==> config.mk <==
export PLATFORM = sky130hd
export DESIGN_NAME = logic_bist_3in
export DESIGN_NICKNAME = d
export VERILOG_FILES = /design/src/rtl/logic_bist_3in.sv
export SDC_FILE = /design/constraint.sdc
export NUM_CORES = 1
export LEC_CHECK = 0
export ABC_AREA = 1
export CORE_MARGIN = 2
export CORE_UTILIZATION = 34
export CTS_BUF_LIST = sky130_fd_sc_hd__clkbuf_2 sky130_fd_sc_hd__clkbuf_4 sky130_fd_sc_hd__clkbuf_8
export CTS_CLUSTER_DIAMETER = 80
export CTS_CLUSTER_SIZE = 16
export DETAILED_ROUTE_END_ITERATION = 8
export DONT_BUFFER_PORTS = 1
export PLACE_DENSITY_LB_ADDON = 0.12
export SYNTH_ARGS = -nofsm -noshare
export SYNTH_HDL_FRONTEND = slang
export SYNTH_SLANG_ARGS = --single-unit
==> constraint.sdc <==
create_clock -name clk -period 3.4 [get_ports clk]
set_input_delay 1.02 -clock clk [delete_from_list [all_inputs] [get_ports clk]]
set_output_delay 1.02 -clock clk [all_outputs]
set_load 0.05 [all_outputs]
==> src/rtl/logic_bist_3in.sv <==
// Built-in self-test sequencer for 3-input combinational blocks.
// Walks ABC = 000..111, waits SETTLE cycles per vector, samples F,
// compares it against the EXPECTED truth table and keeps the results.
module logic_bist_3in #(
    parameter int         SETTLE   = 2,
    parameter logic [7:0] EXPECTED = 8'hCA
) (
    input  logic       clk,
    input  logic       rst_n,
    input  logic       start,
    input  logic       f_in,
    output logic       a_out,
    output logic       b_out,
    output logic       c_out,
    output logic       busy,
    output logic       done,
    output logic       pass,
    output logic [3:0] fail_cnt,
    output logic [2:0] first_fail,
    output logic       first_fail_valid,
    output logic [7:0] observed
);

    localparam logic [3:0] SETTLE_CNT = 4'(SETTLE);

    typedef enum logic {
        IDLE = 1'b0,
        SCAN = 1'b1
    } state_t;

    state_t     state;
    logic [2:0] idx;
    logic [3:0] cnt;
    logic       mismatch;

    // The applied vector is the index itself, so the outputs come straight from a register.
    assign a_out = idx[2];
    assign b_out = idx[1];
    assign c_out = idx[0];

    // Compare the sampled F against the golden truth table for the current vector.
    always_comb begin
        mismatch = (f_in != EXPECTED[idx]);
    end

    // Scan sequencer: settle countdown, capture, result bookkeeping and done pulse.
    always_ff @(posedge clk) begin
        if (!rst_n) begin
            state            <= IDLE;
            idx              <= 3'd0;
            cnt              <= 4'd0;
            busy             <= 1'b0;
            done             <= 1'b0;
            pass             <= 1'b0;
            fail_cnt         <= 4'd0;
            first_fail       <= 3'd0;
            first_fail_valid <= 1'b0;
            observed         <= 8'h00;
        end else begin
            done <= 1'b0;
            case (state)
                IDLE: begin
                    idx <= 3'd0;
                    if (start) begin
                        state            <= SCAN;
                        busy             <= 1'b1;
                        cnt              <= SETTLE_CNT;
                        pass             <= 1'b0;
                        fail_cnt         <= 4'd0;
                        first_fail       <= 3'd0;
                        first_fail_valid <= 1'b0;
                        observed         <= 8'h00;
                    end
                end
                SCAN: begin
                    if (cnt != 4'd0) begin
                        cnt <= cnt - 4'd1;
                    end else begin
                        observed[idx] <= f_in;
                        if (mismatch) begin
                            fail_cnt <= fail_cnt + 4'd1;
                            if (!first_fail_valid) begin
                                first_fail       <= idx;
                                first_fail_valid <= 1'b1;
                            end
                        end
                        if (idx != 3'd7) begin
                            idx <= idx + 3'd1;
                            cnt <= SETTLE_CNT;
                        end else begin
                            state <= IDLE;
                            busy  <= 1'b0;
                            done  <= 1'b1;
                            idx   <= 3'd0;
                            pass  <= (fail_cnt == 4'd0) && !mismatch;
                        end
                    end
                end
                default: begin
                    state <= IDLE;
                    busy  <= 1'b0;
                    idx   <= 3'd0;
                end
            endcase
        end
    end

endmodule

==> qor.json <==
{
  "hold_path": {
    "holdCritPathClass": "flop to flop"
  },
  "run_status": {
    "run_status": "finished, final reports clean"
  },
  "timing": {
    "worst-slew-pin-transition_ns": 0.759,
    "skew_ns": 0.00180,
    "final_max_slew_viol_count": 0,
    "slew_headroom": 0.493,
    "min_period_ns": 2.12,
    "max_freq_mhz": 472,
    "whs_ns": 0.480,
    "rsz0062_at_grt": "no",
    "timing.final.setup_violations": 0,
    "setup_tns_ns": 0,
    "final.period_utilization": 0.623,
    "hold_viol": 0
  },
  "cells_and_area": {
    "layout.area.seq_sq_um": 561,
    "filler_cell_count": 419,
    "drive_above_1_share": 0.0441,
    "antenna_cells": 0,
    "footprint_of_the_multi_input_gates_sq_um": 716,
    "nNetsFinal": 216,
    "synthesis_to_layout_area_growth_pct": 4.96
  },
  "cts": {
    "tritoncts.num_buffers": 3,
    "cts_tree": "yes",
    "number_of_hold_repair_buffers_added_at_the_cts_stage": 0,
    "cts-root-to-sink-buffers": 2,
    "post_cts.repair.setup_buffers": 0,
    "root_buffer": "clkbuf_8",
    "clkTransAtPathRegs_ns": 0.09,
    "worstSkewPairLatency_ns": 0.27,
    "postCtsResizedCells": 0,
    "clock_sink_count": 28,
    "number_of_h_tree_branching_levels": 1
  },
  "placement": {
    "place_congestion": 0.753,
    "place_hpwl_um": 2320,
    "portBuffers": 0
  },
  "global_route": {
    "grt_pass1_wl_um": 5600,
    "pin_count_of_the_biggest_net_entering_global_routing": 23,
    "first_global_vias": 1238,
    "globalRoute.busiestLayer": "met2",
    "antenna_found_initial": 0,
    "grt_util_met3": 0.0444,
    "gr-usage-met1": 0.205,
    "grt.met2_usage": 0.251,
    "groute.usage.overall": 0.157,
    "grt_remaining_overflow": 0
  },
  "die": {
    "top_ports": 26,
    "effective_utilization_at_floorplan": 0.353,
    "coreArea_sq_um": 4000,
    "die_height_um": 68.4,
    "die_area_sq_um": 4680,
    "std_cell_rows": 23,
    "die_w_um": 68.4
  },
  "synthesis": {
    "postSynth.asyncResetShare": 0,
    "synth_top_area_frac": 0.397,
    "number_of_enable_type_register_cells_in_the_synthesized_netlist": 0,
    "synthTopCellsByCount": "nand2_1 (65), dfxtp_1 (28), inv_1 (26), a21oi_1 (18), nor2_1 (17)",
    "synth_top_cells_by_area": "dfxtp_1 (40%), nand2_1 (17%), inv_1 (6.9%)",
    "yosysUniqueCellTypes": 22,
    "synth_ff_type": "dfxtp_1",
    "synth.cell_area_sq_um": 1410,
    "ys_warn_count": 0,
    "synth.yosys.seq_area_share": 0.397,
    "synthCells": 206,
    "synth_area_per_cell_sq_um": 6.85,
    "syn-num-nets": 216,
    "synth_seq_cells": 28,
    "synth_area_leader_cell": "dfxtp_1",
    "yosys.cell_count.top_type": "nand2_1"
  },
  "pwr": {
    "pwr_density_cell_nw_per_um2": 542,
    "ir_worst_vdd_mv": 0.192,
    "power_leakage_nw": 0.686
  },
  "detailed_routing": {
    "ant_nets": 0,
    "detail_route.first_pass.iterations": 4,
    "drt_drc_violations_left": 0,
    "postRouteWirelength_um": 3180,
    "routed_len_inst_um": 12.5,
    "route.detailed.vias_per_inst": 4.96,
    "num_vias": 1260,
    "drt-initial-drc-count": 84
  },
  "setup_path": {
    "cp_data_arrival_time_ns": 1.10,
    "worstPathRequired_ns": 2.38,
    "critPathCaptureType": "primary output",
    "worst_setup_path_type": "flop to primary output",
    "path_max_fanout": 9,
    "worst_setup_path_start_kind": "flop"
  },
  "job": {
    "timing.max_cap.violations": 0
  }
}
==> kinds of logic (layout without fill, tap and decap cells) <==
logic type      count (synthesis)  in the layout  share of synthesized area
flops                          28             28                      0.397
buf+inv                        32             30                     0.0957
simple gates                  113            113                      0.348
fa+ha+maj                       6              6                     0.0532
xor+xnor                        3              3                     0.0186
compound gates                 24             24                     0.0869
==> layout make-up <==
type / instances / area share
sequential: 28 / 0.378
tap: 50 / 0.0422
inverter: 27 / 0.0684
multi-input combinational: 146 / 0.483
clock buffer: 3 / 0.0279
==> state kept, by name, indices dropped and copies added, names as in the netlist, named ones only <==
name              count
busy                  1
cnt                   4
done                  1
fail_cnt              4
first_fail            3
first_fail_valid      1
idx                   3
observed              8
pass                  1
state                 1
==> placed cells by master (no fill, tap or decap) <==
cell / n
nand3b_1: 1
xnor2_1: 1
nand3_2: 1
nand2_1: 65
nor2_1: 17
o21ai_0: 5
clkinv_1: 1
nand3_1: 16
nor2_4: 1
inv_1: 26
dfxtp_1: 28
o21bai_1: 1
clkbuf_8: 3
nor2_2: 3
and2_1: 1
nand2_2: 1
ha_1: 6
a21oi_1: 18
nand4_1: 7
xor2_1: 2
==> power by group <==
| part | leakage (nW) | switching, W | internal (W) |
|---|---|---|---|
| Combinational | 0.436 | 0.000113 | 0.0000586 |
| Sequential | 0.228 | 0.0000928 | 0.000355 |
| Clock | 0.0216 | 0.000103 | 0.0000796 |
==> final timing paths <==
| check | from | endpoint | slack, ns | depth (start not counted) |
|---|---|---|---|---|
| setup / recovery | idx[2]$_SDFFE_PN0N_ | a_out | 1.28 | 0 |
| hold / removal | cnt[0]$_SDFFE_PN0P_ | cnt[0]$_SDFFE_PN0P_ | 0.48 | 1 |
| setup reg to reg | idx[1]$_SDFFE_PN0N_ | cnt[1]$_SDFFE_PN0P_ | 1.51 | 7 |
| hold reg to reg | cnt[0]$_SDFFE_PN0P_ | cnt[0]$_SDFFE_PN0P_ | 0.48 | 1 |
==> stage by stage <==
| stage | utilization | cell area [sq um] | setup WS, ns | power, W | std cells |
|---|---|---|---|---|---|
| finish | 0.370 | 1480 | 1.28 | 0.000803 | 254 |
| global route | 0.370 | 1480 | 1.20 | 0.000861 | 254 |
| CTS | 0.370 | 1480 | 1.26 | 0.000811 | 254 |
| detailed placement | 0.360 | 1440 | 1.46 | 0.000628 | 251 |
| global placement | 0.360 | 1440 | 1.50 | 0.000623 | 251 |
| floorplan | - | 1410 | 1.66 | 0.000595 | 206 |
==> layer usage <==
metal	vias to the layer above	part of all wire
met5	-	0
met2	41	0.45
li1	646	-
met4	0	0.0066
met1	571	0.47
met3	2	0.075
No activity file was read; power rests on OpenSTA's default activity.
